--- src/rtl/jpeg_pkg.sv ---
// Shared constants and types for the JPEG byte reader.
//   MARKER_PREFIX .. RST7 : JPEG marker byte values
//   parse_state_e         : byte parser states
//   fifo_word_t           : output FIFO entry {is_marker, data}
package jpeg_pkg;

    localparam logic [7:0] MARKER_PREFIX = 8'hFF;
    localparam logic [7:0] STUFF_BYTE    = 8'h00;
    localparam logic [7:0] SOI           = 8'hD8;
    localparam logic [7:0] EOI           = 8'hD9;
    localparam logic [7:0] RST0          = 8'hD0;
    localparam logic [7:0] RST7          = 8'hD7;

    typedef enum logic [1:0] {
        NORMAL,
        GOT_FF,
        STOP
    } parse_state_e;

    typedef struct packed {
        logic       is_marker;
        logic [7:0] data;
    } fifo_word_t;

endpackage

--- src/rtl/jpeg_byte_reader_if.sv ---
// Output stream of the JPEG byte reader (valid/ready handshake).
//   out_data      : de-stuffed data byte or marker code
//   out_is_marker : out_data is a marker code
//   out_valid     : entry available
//   out_ready     : sink accepts; transfer on out_valid && out_ready
interface jpeg_byte_reader_if;

    logic [7:0] out_data;
    logic       out_is_marker;
    logic       out_valid;
    logic       out_ready;

    modport master (
        output out_data,
        output out_is_marker,
        output out_valid,
        input  out_ready
    );

    modport slave (
        input  out_data,
        input  out_is_marker,
        input  out_valid,
        output out_ready
    );

endinterface

--- src/rtl/jpeg_byte_fifo.sv ---
// First-word-fall-through FIFO of parsed entries.
//   clk, rst : clock, synchronous active-high reset
//   push     : write wdata (ignored when full and not popping)
//   pop      : drop head entry (ignored when empty)
//   rdata    : head entry, zero when empty
//   empty    : no entries
//   count    : current occupancy
module jpeg_byte_fifo
    import jpeg_pkg::*;
#(
    parameter int unsigned DEPTH = 4
) (
    input  logic                   clk,
    input  logic                   rst,
    input  logic                   push,
    input  fifo_word_t             wdata,
    input  logic                   pop,
    output fifo_word_t             rdata,
    output logic                   empty,
    output logic [$clog2(DEPTH):0] count
);

    localparam int unsigned AW = $clog2(DEPTH);
    localparam int unsigned CW = AW + 1;

    fifo_word_t      mem [DEPTH];
    logic [AW-1:0]   wptr_q, rptr_q;
    logic [CW-1:0]   cnt_q;
    logic            do_push, do_pop;

    assign empty   = (cnt_q == '0);
    assign do_pop  = pop && !empty;
    assign do_push = push && ((cnt_q != CW'(DEPTH)) || do_pop);
    assign rdata   = empty ? '0 : mem[rptr_q];
    assign count   = cnt_q;

    always_ff @(posedge clk) begin
        if (rst) begin
            wptr_q <= '0;
            rptr_q <= '0;
            cnt_q  <= '0;
        end else begin
            if (do_push) wptr_q <= wptr_q + 1'b1;
            if (do_pop)  rptr_q <= rptr_q + 1'b1;
            cnt_q <= cnt_q + CW'(do_push) - CW'(do_pop);
        end
    end

    always_ff @(posedge clk) begin
        if (do_push) mem[wptr_q] <= wdata;
    end

endmodule

--- src/rtl/jpeg_byte_reader.sv ---
// Reads a JPEG byte stream from a ROM, removes byte stuffing and fill bytes,
// and emits data bytes and marker codes through an output FIFO.
//   clk, rst      : clock, synchronous active-high reset
//   rom_rd_en     : ROM read strobe, one byte per strobe
//   rom_data      : ROM byte, valid the cycle after rom_rd_en
//   rom_done      : next strobe reads the last ROM byte
//   strm          : output stream (data / is_marker / valid / ready)
//   soi_seen      : sticky, SOI marker parsed
//   done          : stream finished and fully drained
//   err           : sticky, ROM ended while a 0xFF was pending
module jpeg_byte_reader
    import jpeg_pkg::*;
#(
    parameter int unsigned FIFO_DEPTH = 4
) (
    input  logic                       clk,
    input  logic                       rst,
    output logic                       rom_rd_en,
    input  logic [7:0]                 rom_data,
    input  logic                       rom_done,
    jpeg_byte_reader_if.master         strm,
    output logic                       soi_seen,
    output logic                       done,
    output logic                       err
);

    localparam int unsigned CntW     = $clog2(FIFO_DEPTH) + 1;
    localparam logic [CntW:0] DepthLim = (CntW + 1)'(FIFO_DEPTH);

    parse_state_e    state_q, state_d;
    logic            inflight_q, exhausted_q, soi_q, err_q;
    logic            push, pop, set_soi, set_err, fifo_empty;
    fifo_word_t      push_word, head;
    logic [CntW-1:0] fifo_count;
    logic [CntW:0]   occupancy;

    // A read is a credit on a FIFO slot until its byte is parsed.
    assign occupancy = {1'b0, fifo_count} + {{CntW{1'b0}}, inflight_q};
    assign rom_rd_en = !rst && (state_q != STOP) && !exhausted_q && (occupancy < DepthLim);

    always_comb begin
        state_d   = state_q;
        push      = 1'b0;
        push_word = '0;
        set_soi   = 1'b0;
        set_err   = 1'b0;
        if (inflight_q) begin
            unique case (state_q)
                NORMAL: begin
                    if (rom_data == MARKER_PREFIX) begin
                        state_d = GOT_FF;
                    end else begin
                        push      = 1'b1;
                        push_word = '{is_marker: 1'b0, data: rom_data};
                    end
                end
                GOT_FF: begin
                    if (rom_data == STUFF_BYTE) begin
                        push      = 1'b1;
                        push_word = '{is_marker: 1'b0, data: MARKER_PREFIX};
                        state_d   = NORMAL;
                    end else if (rom_data != MARKER_PREFIX) begin
                        // Repeated 0xFF is fill and leaves us in GOT_FF.
                        push      = 1'b1;
                        push_word = '{is_marker: 1'b1, data: rom_data};
                        set_soi   = (rom_data == SOI);
                        state_d   = (rom_data == EOI) ? STOP : NORMAL;
                    end
                end
                STOP: ;  // late byte from a read already in flight
                default: state_d = NORMAL;
            endcase
            // exhausted_q set while capturing means this is the final byte.
            if (exhausted_q && state_d == GOT_FF) begin
                set_err = 1'b1;
                state_d = STOP;
            end
        end
    end

    always_ff @(posedge clk) begin
        if (rst) begin
            state_q     <= NORMAL;
            inflight_q  <= 1'b0;
            exhausted_q <= 1'b0;
            soi_q       <= 1'b0;
            err_q       <= 1'b0;
        end else begin
            state_q    <= state_d;
            inflight_q <= rom_rd_en;
            if (rom_rd_en && rom_done) exhausted_q <= 1'b1;
            if (set_soi) soi_q <= 1'b1;
            if (set_err) err_q <= 1'b1;
        end
    end

    assign pop = strm.out_valid && strm.out_ready;

    jpeg_byte_fifo #(
        .DEPTH (FIFO_DEPTH)
    ) u_fifo (
        .clk   (clk),
        .rst   (rst),
        .push  (push),
        .wdata (push_word),
        .pop   (pop),
        .rdata (head),
        .empty (fifo_empty),
        .count (fifo_count)
    );

    assign strm.out_valid     = !fifo_empty;
    assign strm.out_data      = head.data;
    assign strm.out_is_marker = head.is_marker;

    assign soi_seen = soi_q;
    assign err      = err_q;
    assign done     = ((state_q == STOP) || exhausted_q) && !inflight_q && fifo_empty;

endmodule

--- src/flat_wrapper.sv ---
// flat-port wrapper written by rule: the top's interface ports become plain ports
module jpeg_byte_reader_flat import jpeg_pkg::*;
#(
    parameter int unsigned FIFO_DEPTH = 4
)
  (clk, rst, rom_rd_en, rom_data, rom_done, soi_seen, done, err, strm_out_data, strm_out_is_marker, strm_out_valid, strm_out_ready);
  jpeg_byte_reader_if strm_i ();
  input  logic clk;
  input  logic rst;
  output logic rom_rd_en;
  input  logic [7:0] rom_data;
  input  logic rom_done;
  output logic soi_seen;
  output logic done;
  output logic err;
  output wire logic [$bits(strm_i.out_data)-1:0] strm_out_data;
  output wire logic [$bits(strm_i.out_is_marker)-1:0] strm_out_is_marker;
  output wire logic [$bits(strm_i.out_valid)-1:0] strm_out_valid;
  input wire logic [$bits(strm_i.out_ready)-1:0] strm_out_ready;
  assign strm_out_data = strm_i.out_data;
  assign strm_out_is_marker = strm_i.out_is_marker;
  assign strm_out_valid = strm_i.out_valid;
  assign strm_i.out_ready = strm_out_ready;
  jpeg_byte_reader #(.FIFO_DEPTH(FIFO_DEPTH)) u_core (.clk(clk), .rst(rst), .rom_rd_en(rom_rd_en), .rom_data(rom_data), .rom_done(rom_done), .strm(strm_i), .soi_seen(soi_seen), .done(done), .err(err));
endmodule
--- config.mk ---
export PLATFORM = sky130hd
export DESIGN_NAME = jpeg_byte_reader_flat
export DESIGN_NICKNAME = d
export VERILOG_FILES = /design/src/rtl/jpeg_pkg.sv /design/src/rtl/jpeg_byte_reader_if.sv /design/src/rtl/jpeg_byte_fifo.sv /design/src/rtl/jpeg_byte_reader.sv /design/src/flat_wrapper.sv
export SDC_FILE = /design/constraint.sdc
export NUM_CORES = 1
export LEC_CHECK = 0
export CORE_ASPECT_RATIO = 1.2
export CORE_UTILIZATION = 40
export CTS_CLUSTER_DIAMETER = 100
export DETAILED_ROUTE_END_ITERATION = 12
export PLACE_DENSITY = 0.56
export SLEW_MARGIN = 5
export SYNTH_ARGS = -nofsm -noshare
export SYNTH_HDL_FRONTEND = slang
export SYNTH_SLANG_ARGS = --single-unit
--- constraint.sdc ---
create_clock -name clk -period 6.71 [get_ports clk]
set_input_delay 1.342 -clock clk [delete_from_list [all_inputs] [get_ports clk]]
set_output_delay 1.342 -clock clk [all_outputs]
set_load 0.02 [all_outputs]
Word level (Yosys, flattened, before mapping)
Memory sizes are Yosys's and may differ from the RTL's. A register that Yosys moved wholly into a read port is not among the register bits.
Cells that the tools add are included.
{ "word_totals": {"ram_bits": 36, "inputBits": 12, "output_inout_bits": 14, "word_cells": 71, "mem_count": 1, "regBits": 13} }
{ "op_classes": {"n_reduce_logical": 19, "n_eq_ne": 9, "muxes": 28, "n_addsub": 5, "magnitude_cmp": 1} }
{ "memory_table": {"columns": ["name", "depth", "word_bits", "read_ports", "rd_ports_with_merged_regs", "write_ports", "line", "text"], "rows": [
  ["u_core.u_fifo.mem", 4, 9, 1, 1, 1, "jpeg_byte_fifo.sv:26", "fifo_word_t mem [DEPTH];"]
]} }
{ "op_table": {"columns": ["cell", "n"], "rows": [
  ["9-bit two-way mux", 4],
  ["8-bit equality test, second input constant", 3],
  ["9-bit case mux with 2 select lines", 1],
  ["2-bit two-way mux", 8],
  ["1-bit two-way mux", 12],
  ["1-bit logical AND", 10],
  ["8-bit logical NOT", 1],
  ["8-bit two-way mux", 1],
  ["8-bit inequality test, second input constant", 1],
  ["2-bit case mux with 3 select lines", 1],
  ["2-bit by 1-bit adder with 2-bit output, second input constant", 2],
  ["3-bit by 1-bit adder with 4-bit output", 1],
  ["2-bit by 1-bit equality test with 1-bit output, second input constant", 2],
  ["1-bit logical NOT", 4],
  ["4-bit by 3-bit less-than comparator with 1-bit output, second input constant", 1],
  ["3-bit by 1-bit adder with 3-bit output", 1],
  ["3-bit logical NOT", 1],
  ["3-bit inequality test, second input constant", 1],
  ["3-bit by 1-bit subtractor with 3-bit output", 1],
  ["2-bit equality test, second input constant", 1],
  ["2-bit logical NOT", 1],
  ["1-bit logical OR", 2],
  ["2-bit inequality test, second input constant", 1],
  ["1-bit case mux with 2 select lines", 1]
]} }

Logic depth before layout (Yosys ltp)
{ "depth": {"depth_word": 10, "depth_mapped": 11, "ltp_nobuf": 10} }

By module
A second synthesis with hierarchy kept.
{ "hier_totals": {"cells_unflattened": 156, "area_unflattened_um2": 2273.4} }
{ "modules_own_cells": {"columns": ["module", "area_per_inst_um2", "seq_area_each_um2", "cells_each", "n_inst"], "rows": [
  ["jpeg_byte_fifo", 1836.8, 1261.2, 107, 1],
  ["jpeg_byte_reader", 436.7, 120.1, 49, 1]
]} }

Least setup slack after synthesis
Ideal clock, no wire load.
{ "synth_path": {"path_kind": "in2out", "startpoint": "input port rst", "endpoint": "output port rom_rd_en", "n_path_buf": 1, "setup_slack_ps": 3151, "cell_stages": 2, "required_ps": 5368, "arrival_ps": 2217, "cell_sequence": "clkbuf_1 > nor4_1"} }
{ "synth_via": {"elab_chain_cells": 4} }
{ "synth_rtl": {"columns": ["element", "line", "text"], "rows": [
  ["from (decl)", "flat_wrapper.sv:9", "input logic rst;"],
  ["1-bit logical NOT", "jpeg_byte_reader.sv:39", "assign rom_rd_en = !rst && (state_q != STOP) && !exhausted_q && (occupancy < DepthLim);"],
  ["1-bit logical AND (3 in series)", "jpeg_byte_reader.sv:39", null],
  ["to (decl)", "flat_wrapper.sv:10", "output logic rom_rd_en;"]
]} }
Every way passes these cells.

Worst setup path after layout
Same ends and word-level chain as after synthesis.

==> reports/metrics.cfg <==
[pwr]
power_density_nw_per_um2=364.0
p_sw_frac=0.3167
power_frac_seq=0.437
p_leak_nw=0.9385
ir_drop_uv=217.0
clkPwrFrac=0.211
internal_power_uw=668.1
p_sw_uw=309.7
combPwrFrac=0.352

[yosys]
yosysSeqAreaShare=0.6073
yosysTopAreaCell=edfxtp_1
synth_area_leaders=edfxtp_1 48%, dfxtp_1 13%, mux4_2 8.9%
syn_area_per_cell_um2=14.68
syn_area_um2=2275
synth.distinct_cells=39
ys.flop_type=edfxtp_1
yosysTopAreaCellShare=0.4752
synth_seq_cells=51
synth-edff-count=36
ys_warn_count=0
netlist_instances=155
synth_fp_nets=175
async_flop_share=0

[clock_tree]
cts_root_buf=clkbuf_8
clock_path_buffers=2
post-cts-setup-buffers=0
insertion_delay_ns=0.30
holdBufCountCts=0
clock_sinks=51
cts_made_buffers=5
htree_levels=2
path_clk_slew_ns=0.09
post_cts_resized=0
cts_tree=built

[timing]
slew_headroom=0.5659
slew_violations=0
hold_slack_ns=0.4869
period_share=0.6632
period_needed_ns=4.450
setup_viol=0
finClkSkew_ns=0.008074
clock.fmax_ghz=0.2247
setup_tns_ns=0
worst_pin_slew_ns=0.6422
hold_viol_final=0
grt_setup_unrepaired=no

[cells_and_area]
multi_input_area_um2=839.6
antenna_cells=0
seqCellArea_um2=1381
nets=201
drive_above_1_share=0.1264
layout_common_cells=36 x edfxtp_1, 25 x clkdlybuf4s50_1, 15 x dfxtp_1, 13 x and2_1, 10 x nor2_1
layout_commonest_cell=edfxtp_1
n_fill_cell=459
final_util=0.5002
syn2layout_area_growth_pct=18.10

[min_path]
hold_path_end=u_core.soi_seen
holdCritStartpoint=u_core.soi_seen
min_path_cells=2
min_path_type=reg -> reg

[route]
post_drt_wl_per_cell_um=17.29
vias_per_cell=5.492
firstDrtPassIters=6
drt_iter0_drc=71
vias=1340
ant_nets=0
routed_wl_mm=4.219
drc=0

[worst_setup_path]
cp-startpoint=rst
r2r_setup_slack_ns=4.28
cp_max_fo=18
required_ns=5.37
arrival_ns=3.11
slowest_stage=clkdlybuf4s50_1
start_kind=primary input
r2r-end=u_core.u_fifo.count[2]
cp_slowest_stage_delay_ns=0.71
end_kind=primary output
critical_path.most_common_cell=clkdlybuf4s50_1
worstSetupPathType=in -> out
crit_chain=clkdlybuf4s50_1 > nor4_1 > clkdlybuf4s50_1
worstRegToRegCells=10
r2r-start=u_core.u_fifo.count[2]

[global_routing]
gr-total-overflow=0
grt_pass1_wl_mm=7.362
grt_max_degree=19
grt_antenna_before_repair=0
grt_usage=0.1636
grt_pass1_vias=1463

[floorplan]
io_pins=26
floorplan.initialDensity=0.4236
die_w_um=70.84
die_y_um=84.61
die_area_um2=5993
fp-row-count=29
core-area_um2=5370

[place]
io_buffers=25
gp_congestion=0.8188
hpwl_mm=2.947

[run_status]
outcome=finished, final reports clean

[run]
maxCapViolations=0

-- state kept, by name, indices dropped and copies added (netlist names), named ones only --
register	flops
u_core.inflight_q	1
u_core.state_q	2
u_core.exhausted_q	1
u_core.u_fifo.rptr_q	2
u_core.soi_seen	1
u_core.u_fifo.mem	36
u_core.err	1
u_core.u_fifo.wptr_q	2
u_core.u_fifo.count	3
-- power by group through the flow --
stage	sequential (mW)	combinational, mW	clock [mW]
floorplan	0.410	0.237	0
global placement	0.435	0.338	0
detailed placement	0.437	0.350	0
CTS	0.430	0.351	0.212
global route	0.436	0.382	0.226
finish	0.428	0.344	0.206
-- cell families (layout without fill, tap and decap cells) --
| family | Yosys count | in the layout | synth area share |
|---|---|---|---|
| adders and majority gates | 8 | 8 | 0.04730 |
| xor gates and xnor gates | 3 | 3 | 0.01155 |
| AOI/OAI and AO/OA | 22 | 22 | 0.08252 |
| and+or+nand+nor | 46 | 46 | 0.1276 |
| muxes | 11 | 11 | 0.1001 |
| buffers and inverters | 14 | 41 | 0.02365 |
| DFF | 51 | 51 | 0.6073 |
-- worst max-delay path, delay by kind of cell --
kind          cells  cell delay [ns]
simple gates      1             0.39
buf+inv           2             1.37
-- per-layer routing --
metal / vias to the layer above / global-route usage / share of wire
li1: 639 / - / -
met1: 664 / 0.1995 / 0.43
met2: 31 / 0.2841 / 0.52
met3: 6 / 0.04442 / 0.038
met4: 0 / 0.04545 / 0.012
met5: - / 0 / 0
-- layout make-up --
| type | count | area share |
|---|---|---|
| clock buffers | 5 | 0.02562 |
| flip-flops and latches | 51 | 0.5142 |
| inverters | 8 | 0.01118 |
| repair buffers | 25 | 0.09315 |
| multi-input cells | 90 | 0.3125 |
| well taps | 62 | 0.02888 |
| clock inverters | 3 | 0.01444 |
-- metrics by stage --
stage          instance area, µm²  cells  setup WS (ns)  power [mW]
6_report                     2686    244          2.260      0.9778
4_1_cts                      2686    244          2.245      0.9930
5_1_grt                      2686    244          2.126       1.044
3_5_place_dp                 2579    236          2.272      0.7875
2_1_floorplan                2275    155          3.151      0.6469
3_3_place_gp                 2579    236          2.332      0.7726
-- synthesized netlist by cell type, types with 3 or more instances --
master / count
and2_1: 13
clkbuf_1: 5
nor2b_1: 3
nand2b_1: 4
edfxtp_1: 36
inv_1: 8
ha_1: 7
dfxtp_1: 15
mux4_2: 9
nor2_1: 10
o21a_1: 8
-- how the worst max path moves through the flow --
stage | to | slack, ns | depth (start not counted)
floorplan | rom_rd_en | 3.15 | 2
global placement | rom_rd_en | 2.33 | 3
detailed placement | rom_rd_en | 2.27 | 3
CTS | rom_rd_en | 2.24 | 3
global route | rom_rd_en | 2.13 | 3
finish | rom_rd_en | 2.26 | 3
(Power assumes the default switching activity.)
